### config.mk
export PLATFORM = sky130hd
export DESIGN_NAME = multi_sensor_game_uc
export DESIGN_NICKNAME = d
export VERILOG_FILES = /design/src/rtl/delivery_game_pkg.sv /design/src/rtl/game_cycle_counter.sv /design/src/rtl/multi_sensor_game_uc.sv
export SDC_FILE = /design/constraint.sdc
export NUM_CORES = 1
export LEC_CHECK = 0
export CAP_MARGIN = 20
export CORE_MARGIN = 8
export CORE_UTILIZATION = 30
export CTS_BUF_LIST = sky130_fd_sc_hd__clkbuf_2 sky130_fd_sc_hd__clkbuf_4 sky130_fd_sc_hd__clkbuf_8
export DETAILED_ROUTE_END_ITERATION = 8
export PLACE_DENSITY = 0.52
export SKIP_LAST_GASP = 1
export SYNTH_ARGS = -nofsm -noshare
export SYNTH_HDL_FRONTEND = slang
export SYNTH_SLANG_ARGS = --single-unit
### constraint.sdc
create_clock -name clock -period 4.98 [get_ports clock]
set_input_delay 0.996 -clock clock [delete_from_list [all_inputs] [get_ports clock]]
set_output_delay 0.996 -clock clock [all_outputs]
set_load 0.02 [all_outputs]
### src/rtl/delivery_game_pkg.sv
// Shared state codes and sizing helper for the delivery game control unit.
// Also used by display/debug logic that decodes estado.
package delivery_game_pkg;

  typedef enum logic [3:0] {
    IDLE          = 4'd0,
    PREPARATION   = 4'd1,
    GET_VELOCITY  = 4'd2,
    WAIT_VELOCITY = 4'd3,
    DELAY         = 4'd4,
    GAME_OVER     = 4'd5,
    RESET_ULTRA   = 4'd6,
    PAUSED        = 4'd7,
    FAULT         = 4'd8
  } state_t;

  function automatic int min1_clog2(input int n);
    return (n > 1) ? $clog2(n) : 1;
  endfunction

endpackage

### src/rtl/game_cycle_counter.sv
// Up-counter with sync clear, enable and terminal-count compare.
// Ports: clock, reset (async high), i_clear, i_enable -> o_done.
module game_cycle_counter #(
  parameter int WIDTH    = 8,
  parameter int TERMINAL = 1
) (
  input  logic clock,
  input  logic reset,
  input  logic i_clear,
  input  logic i_enable,
  output logic o_done
);

  logic [WIDTH-1:0] r_count;

  always_ff @(posedge clock or posedge reset) begin
    if (reset) begin
      r_count <= '0;
    end else if (i_clear) begin
      r_count <= '0;
    end else if (i_enable) begin
      r_count <= r_count + WIDTH'(1);
    end
  end

  assign o_done = (r_count == WIDTH'(TERMINAL));

endmodule

### src/rtl/multi_sensor_game_uc.sv
// Control unit polling N ultrasonic sensors round-robin with timeout,
// retry/fault handling and pause. Ports: clock, reset, jogar, pausar,
// game_over, velocity_ready -> estado, sensor_sel, datapath controls.
module multi_sensor_game_uc
  import delivery_game_pkg::*;
#(
  parameter int N_SENSORS      = 2,
  parameter int DELAY_CYCLES   = 1000,
  parameter int TIMEOUT_CYCLES = 500,
  parameter int MAX_RETRIES    = 3,
  localparam int SEL_W         = min1_clog2(N_SENSORS)
) (
  input  logic                 clock,
  input  logic                 reset,
  input  logic                 jogar,
  input  logic                 pausar,
  input  logic                 game_over,
  input  logic [N_SENSORS-1:0] velocity_ready,
  output logic [3:0]           estado,
  output logic [SEL_W-1:0]     sensor_sel,
  output logic                 reset_out,
  output logic                 pronto,
  output logic                 count_map,
  output logic                 fault,
  output logic [N_SENSORS-1:0] get_velocity,
  output logic [N_SENSORS-1:0] reset_ultrasonico
);

  localparam int DW = min1_clog2(DELAY_CYCLES);
  localparam int TW = min1_clog2(TIMEOUT_CYCLES);
  localparam int RW = min1_clog2(MAX_RETRIES + 1);

  state_t r_state;
  state_t w_next;

  logic [SEL_W-1:0]     r_sel;
  logic [RW-1:0]        r_retry;
  logic [RW-1:0]        w_retry_inc;
  logic [N_SENSORS-1:0] w_onehot;
  logic                 w_ready;
  logic                 w_delay_done;
  logic                 w_tout_done;
  logic                 w_delay_clr;
  logic                 w_tout_clr;

  assign w_onehot    = N_SENSORS'(1) << r_sel;
  // only the selected channel's ready flag matters
  assign w_ready     = |(velocity_ready & w_onehot);
  assign w_retry_inc = r_retry + RW'(1);

  // delay count restarts on each completed delay and on resume
  assign w_delay_clr = (r_state == PREPARATION) ||
                       ((r_state == DELAY) && (w_next == GET_VELOCITY)) ||
                       ((r_state == PAUSED) && (w_next == GET_VELOCITY));
  assign w_tout_clr  = (r_state == PREPARATION) ||
                       (r_state == GET_VELOCITY);

  game_cycle_counter #(
    .WIDTH    (DW),
    .TERMINAL (DELAY_CYCLES - 1)
  ) u_delay_cnt (
    .clock    (clock),
    .reset    (reset),
    .i_clear  (w_delay_clr),
    .i_enable (r_state == DELAY),
    .o_done   (w_delay_done)
  );

  game_cycle_counter #(
    .WIDTH    (TW),
    .TERMINAL (TIMEOUT_CYCLES - 1)
  ) u_tout_cnt (
    .clock    (clock),
    .reset    (reset),
    .i_clear  (w_tout_clr),
    .i_enable (r_state == WAIT_VELOCITY),
    .o_done   (w_tout_done)
  );

  always_ff @(posedge clock or posedge reset) begin
    if (reset) begin
      r_state <= IDLE;
    end else begin
      r_state <= w_next;
    end
  end

  always_comb begin
    w_next = IDLE;
    case (r_state)
      IDLE:
        w_next = jogar ? PREPARATION : IDLE;
      PREPARATION:
        w_next = GET_VELOCITY;
      GET_VELOCITY:
        if (game_over)   w_next = GAME_OVER;
        else if (pausar) w_next = PAUSED;
        else             w_next = WAIT_VELOCITY;
      WAIT_VELOCITY:
        if (game_over)        w_next = GAME_OVER;
        else if (pausar)      w_next = PAUSED;
        else if (w_ready)     w_next = DELAY;
        else if (w_tout_done) w_next = RESET_ULTRA;
        else                  w_next = WAIT_VELOCITY;
      DELAY:
        if (game_over)         w_next = GAME_OVER;
        else if (pausar)       w_next = PAUSED;
        else if (w_delay_done) w_next = GET_VELOCITY;
        else                   w_next = DELAY;
      RESET_ULTRA:
        w_next = (w_retry_inc == RW'(MAX_RETRIES)) ? FAULT
                                                   : GET_VELOCITY;
      PAUSED:
        if (game_over)   w_next = GAME_OVER;
        else if (pausar) w_next = GET_VELOCITY;
        else             w_next = PAUSED;
      GAME_OVER:
        w_next = jogar ? PREPARATION : GAME_OVER;
      FAULT:
        w_next = jogar ? PREPARATION : FAULT;
      default:
        w_next = IDLE;
    endcase
  end

  always_ff @(posedge clock or posedge reset) begin
    if (reset) begin
      r_sel   <= '0;
      r_retry <= '0;
    end else begin
      unique case (1'b1)
        (r_state == PREPARATION): begin
          r_sel   <= '0;
          r_retry <= '0;
        end
        (r_state == WAIT_VELOCITY) && (w_next == DELAY):
          r_retry <= '0;
        (r_state == RESET_ULTRA):
          r_retry <= w_retry_inc;
        (r_state == DELAY) && (w_next == GET_VELOCITY):
          r_sel <= (r_sel == SEL_W'(N_SENSORS - 1)) ? '0
                                                    : r_sel + SEL_W'(1);
        default: ;
      endcase
    end
  end

  always_comb begin
    estado            = r_state;
    sensor_sel        = r_sel;
    reset_out         = 1'b0;
    pronto            = 1'b0;
    count_map         = 1'b0;
    fault             = 1'b0;
    get_velocity      = '0;
    reset_ultrasonico = '0;
    case (r_state)
      IDLE: reset_out = 1'b1;
      PREPARATION: begin
        reset_out         = 1'b1;
        reset_ultrasonico = '1;
      end
      GET_VELOCITY: begin
        count_map    = 1'b1;
        get_velocity = w_onehot;
      end
      WAIT_VELOCITY: count_map = 1'b1;
      DELAY:         count_map = 1'b1;
      RESET_ULTRA:   reset_ultrasonico = w_onehot;
      GAME_OVER:     pronto = 1'b1;
      FAULT:         fault = 1'b1;
      default: ;
    endcase
  end

endmodule

==> flow_summary.toml, run 1 <==
[synthesis]
synth_area_um2 = 1625
ys_types = 41
synthFlopType = "dfrtp_1"
avgSynthCellArea_um2 = 8.930
syn_inst = 182
synth_edf_count = 0
postSynthRegisterBits = 26
ys_seq_area_frac = 0.4003
yosysWarnings = 0
ys_async_sr_fraction = 1.000
synth_nets = 192

[clock_network]
clockBufferDepth = 2
clk_pin_slew_ns = 0.10
clock_latency_ns = 0.27
h-tree-depth = 1
hold_buffers = 0
cts_resized = 0
cts_buffers = 3
postCtsSetupBuffers = 0
cts_tree = "built"
cts_sinks = 26
cts-root-buf = "clkbuf_8"

[power]
clock_power_share = 0.142
internal-power_uw = 544.3
vdd_drop_max_v = 0.0001651
p_switching_uw = 446.1
switching_share = 0.4504
leakage_uw = 0.0007980
seqPwrFrac = 0.349
power.density_nw_per_um2 = 512.0
combPwrFrac = 0.509

[routing]
routed_wl_um = 3787
routed.top_layer = "met4"
wl_met1_um = 1943
drt.antenna.violating_nets = 0
drc = 0
wl_met3_um = 126
firstDrtPassIters = 4
vias = 1370
wire_per_inst_um = 13.92
via_per_inst = 5.037
wl_met2_um = 1676
drt_iter0_drc = 72

[global_routing]
grt_antenna_before_repair = 0
grt_pass1_wl_um = 6555
grt_max_degree = 27
gr-usage-all-layers = 0.1043
grt_pass1_vias = 1358
grt_overflow_total = 0

[place]
dpl.cell_count = 267
dp_hpwl_um = 2821
dp_slack_ns = 1.946
gp_congestion = 0.7856
dpl-instance-area_um2 = 1852
portBuffers = 19

[sta]
finalClockSkew_ns = 0.004840
post-route-min-period_ns = 3.361
rsz0062_at_grt = "no"
finalSetupViolCount = 0
maxSlewHeadroom = 0.3281
finalSetupTns_ns = 0
fin_crit_sh = 0.6749
fin_ws_ns = 1.619
hold_viol = 0
max_freq_ghz = 0.2975
finalMaxSlewViolations = 0
tightest_slew_ns = 1.000

[layout]
fin_nets = 211
diodes = 0
drive_above_1_share = 0.06000
synthToLayoutAreaGrowth_pct = 19.01
n_fill_cell = 561
fin_cells = 272
final_area_um2 = 1934

[floorplan]
die_x_um = 89.61
start_util = 0.3026
dieArea_um2 = 8029
die_y_um = 89.61
rows = 27
ioPinCount = 20
coreArea_um2 = 5371

[worst_setup_path]
crit_path_end_kind = "primary output"
critPathRequiredTime_ns = 3.98
crit_arrival_ns = 2.36
critPathLaunchType = "flip-flop"
cp_max_fo = 17
criticalPathCategory = "reg -> out"

[flow_run]
drv_cap = 0

[status]
status = "finished, final reports clean"

[hold_path]
hp-class = "reg -> reg"
[power groups by stage]
| stage | sequential [uW] | clock [uW] | combinational, uW |
|---|---|---|---|
| 2_1_floorplan | 311 | 0 | 387 |
| 3_3_place_gp | 350 | 0 | 506 |
| 3_5_place_dp | 350 | 0 | 506 |
| 4_1_cts | 346 | 146 | 507 |
| 5_1_grt | 359 | 152 | 560 |
| 6_report | 346 | 141 | 504 |
[sequential cells by signal, summed over array words and instances, names as in the netlist]
signal / cells
estado: 4
r_retry: 2
sensor_sel: 1
u_delay_cnt.r_count: 10
u_tout_cnt.r_count: 9
[cells in the final DEF, fill, tap and decap left out, types with 2 or more instances in the layout]
cell | synthesis | final
nor3_1 | 16 | 16
a211o_1 | 3 | 3
mux2i_1 | 2 | 2
o21ai_1 | 2 | 2
nand4_1 | 8 | 8
nor2b_1 | 7 | 7
and2_1 | 2 | 2
o22ai_1 | 2 | 2
a21oi_1 | 7 | 7
a31oi_1 | 2 | 2
nand2_1 | 20 | 20
a22o_1 | 2 | 2
nor2_1 | 14 | 14
o21ai_0 | 9 | 9
and3_1 | 3 | 3
clkbuf_8 | 0 | 4
xnor2_1 | 7 | 7
or3_1 | 3 | 3
xor2_1 | 6 | 6
ha_1 | 3 | 3
nand3_1 | 8 | 8
dfrtp_1 | 26 | 26
inv_1 | 8 | 8
clkdlybuf4s50_1 | 0 | 19
[final timing paths]
| check | depth (start not counted) | start | to | slack [ns] |
|---|---|---|---|---|
| max | 4 | estado[1] | reset_ultrasonico[0] | 1.62 |
| min | 1 | r_retry[0] | r_retry[0] | 0.49 |
| max reg2reg | 4 | estado[0] | u_delay_cnt.r_count[2] | 2.52 |
| min reg2reg | 1 | r_retry[0] | r_retry[0] | 0.49 |
| max in group asynchronous | 3 | reset | u_delay_cnt.r_count[0] | 3.48 |
| min in group asynchronous | 2 | reset | u_tout_cnt.r_count[0] | 1.04 |
[critical path: stages (launching register included)]
cell and delay, ns:
dfrtp_1 0.73, nor2b_1 0.32, nand2_1 0.21, o21ai_0 0.20, clkdlybuf4s50_1 0.63
[cells in the mapped netlist, types with 3 or more instances]
cell type   n  area share
nand3_1     8       0.025
xor2_1      6       0.032
buf_6       3       0.021
nor2_1     14       0.032
a21oi_1     7       0.022
a211o_1     3       0.016
ha_1        3       0.023
nand4_1     8       0.031
nor2b_1     7       0.027
nor3_1     16       0.049
nand2_1    20       0.046
inv_1       8       0.018
or3_1       3       0.012
and3_1      3       0.012
o21ai_0     9       0.028
dfrtp_1    26        0.40
xnor2_1     7       0.038
[routing by layer]
layer,vias to the layer above,track usage
li1,688,-
met1,666,0.1410
met2,14,0.1611
met4,0,0.04079
met5,-,0
met3,2,0.01729
[layout make-up]
class                      instances  area, um2  share of cell area
multi-input combinational        141      887.1              0.4586
inverter                           9      33.78             0.01746
clock buffer                       4      55.05             0.02846
sequential                        26      650.6              0.3364
timing repair buffer              20      217.7              0.1125
tap                               72      90.09             0.04657
[stage by stage]
step	util	hold WS, ns	total power [uW]
6_report	0.3601	0.4936	990.4
5_1_grt	0.3601	0.5323	1071
4_1_cts	0.3550	0.5012	998.8
3_5_place_dp	0.3447	0.4875	856.0
3_3_place_gp	0.3447	0.4890	856.0
2_1_floorplan	-	0.4636	697.7
[kinds of logic (layout without fill, tap and decap cells)]
family	count (synthesis)	in the layout	share of synthesized area
AO/OA/AOI/OAI	34	34	0.1386
multiplexers	2	2	0.01232
adder cells (fa/ha/maj)	3	3	0.02310
flip-flops	26	26	0.4003
XOR/XNOR	13	13	0.07005
AND/OR/NAND/NOR	89	89	0.3018
buffers and inverters	15	33	0.05388
(Power assumes the default switching activity.)
==> run 2, diff against run 1 <==
- clock period: 4.98 -> 3.5 ns (I/O delays scaled with it)
==> run 2 against run 1 <==
Global-route usage shrank 0.31 points. Non-clock buffer count grew 2. Clock skew up 0.00087 ns. Core utilization is 0.35 points lower. First-iteration DRC count down 44%. Hold slack improved by 0.0047 ns. Critical path type unchanged. Largest cell class unchanged.
==> flow_summary.toml, run 2 (synthesis gave the netlist of run 1 again) <==
[place]
dpl-instance-area_um2 = 1874
gp_congestion = 0.8179
dpl.cell_count = 270
dp_hpwl_um = 2827
portBuffers = 19

[worst_setup_path]
cp_slowest_cell = "dfrtp_1"
path_cells = "nor2b_1 -> nand2_1 -> o21ai_0 -> clkdlybuf4s50_1"
criticalPathCategory = "reg -> out"
critPathLaunchType = "flip-flop"
crit_path_end_kind = "primary output"
cp_max_fo = 17
critPathRequiredTime_ns = 2.80
crit_arrival_ns = 2.29
cpPeakStageDelay_ns = 0.73

[layout]
fin_cells = 273
diodes = 0
multi_input_area_um2 = 887.1
synthToLayoutAreaGrowth_pct = 17.86
final_area_um2 = 1916
top_register = "u_delay_cnt.r_count"
n_fill_cell = 559
layout_commonest_cell = "dfrtp_1"
drive_above_1_share = 0.06468
layout_common_cells = "dfrtp_1, nand2_1, clkdlybuf4s50_1"
largest_register_ffs = 10
seq_area_um2 = 650.6
fin_nets = 213

[power]
internal-power_uw = 764.3
power.density_nw_per_um2 = 731.5
p_switching_uw = 636.9
vdd_drop_max_v = 0.0002295
leakage_uw = 0.0007930
combPwrFrac = 0.536
clock_power_share = 0.125
switching_share = 0.4545
seqPwrFrac = 0.340

[sta]
fin_crit_sh = 0.8549
finalMaxSlewViolations = 0
finalSetupTns_ns = 0
finalSetupViolCount = 0
maxSlewHeadroom = 0.6060
post-route-min-period_ns = 2.992
hold_viol = 0
finalClockSkew_ns = 0.005709
tightest_slew_ns = 0.5910
max_freq_ghz = 0.3342
rsz0062_at_grt = "no"

[floorplan]
coreArea_um2 = 5371
die_x_um = 89.61
rows = 27
die_y_um = 89.61
start_util = 0.3026
dieArea_um2 = 8029
ioPinCount = 20

[routing]
routed_wl_um = 3786
vias = 1389
drt_iter0_drc = 40
firstDrtPassIters = 4
drc = 0
drt.antenna.violating_nets = 0
wire_per_inst_um = 13.87
via_per_inst = 5.088

[global_routing]
grt_max_degree = 27
grt_pass1_wl_um = 6341
grt_antenna_before_repair = 0
gr-usage-all-layers = 0.1012
grt_pass1_vias = 1312
grt_overflow_total = 0

[clock_network]
cts_tree = "built"
clock_latency_ns = 0.27
cts_sinks = 26
clk_pin_slew_ns = 0.09
h-tree-depth = 1
clockBufferDepth = 2
postCtsSetupBuffers = 0
hold_buffers = 0
cts_buffers = 3
cts_resized = 0
cts-root-buf = "clkbuf_8"

[status]
status = "finished, final reports clean"

[hold_path]
hp-class = "reg -> reg"

[flow_run]
drv_cap = 0
## run 2: cell types whose count changed in the layout (fill, tap and decap cells not counted)
cell,previous run,this run
buf_16,1,0
clkbuf_8,4,3
buf_4,0,3
## run 2: layout make-up
| class | instances | share of cell area |
|---|---|---|
| clock buffer | 3 | 0.02155 |
| inverter | 9 | 0.01764 |
| multi-input combinational | 141 | 0.4631 |
| sequential | 26 | 0.3396 |
| tap | 72 | 0.04703 |
| timing repair buffer | 22 | 0.1110 |
## run 2: worst paths after layout
kind,start,end,slack [ns],depth (start not counted)
max in group asynchronous,reset,r_retry[1],2.48,3
hold / removal,r_retry[0],r_retry[0],0.50,1
hold reg to reg,r_retry[0],r_retry[0],0.50,1
min in group asynchronous,reset,u_delay_cnt.r_count[5],0.77,3
setup / recovery,estado[1],reset_ultrasonico[1],0.51,4
setup reg to reg,estado[2],u_delay_cnt.r_count[2],1.25,6
## run 2: critical path: cells and delay by family (launching register included)
family                 cells  cell delay (ns)
and+or+nand+nor            2             0.49
AOI/OAI and AO/OA          1             0.19
DFF                        1             0.73
buffers and inverters      1             0.63
## run 2: power by group through the flow
| stage | clock network [uW] | registers (uW) | logic [uW] |
|---|---|---|---|
| after global placement | 0 | 480 | 758 |
| after CTS | 179 | 474 | 759 |
| after detailed placement | 0 | 480 | 754 |
| after floorplan | 0 | 442 | 550 |
| final | 175 | 476 | 751 |
| after global routing | 188 | 491 | 837 |
## run 2: metrics by stage
| stage | power, uW | util | hold slack [ns] | worst slack, ns |
|---|---|---|---|---|
| 2_1_floorplan | 992.8 | - | 0.4636 | 1.099 |
| 3_3_place_gp | 1238 | 0.3489 | 0.4880 | 0.8644 |
| 3_5_place_dp | 1234 | 0.3489 | 0.4916 | 0.8331 |
| 4_1_cts | 1413 | 0.3566 | 0.5045 | 0.5094 |
| 5_1_grt | 1516 | 0.3566 | 0.5467 | 0.3293 |
| 6_report | 1401 | 0.3566 | 0.4983 | 0.5079 |
## run 2: metal layers
metal | vias up | share of wire | GRT usage
met5 | - | 0 | 0
met4 | 0 | 0.017 | 0.04532
met3 | 5 | 0.043 | 0.01456
met2 | 28 | 0.45 | 0.1571
met1 | 667 | 0.49 | 0.1354
li1 | 689 | - | -
==> run 3, diff against run 2 <==
- SKIP_CTS_REPAIR_TIMING: not set -> 1
==> results of run 3 <==
Same layout as run 2: the final DEF is identical, and so are final timing and power.
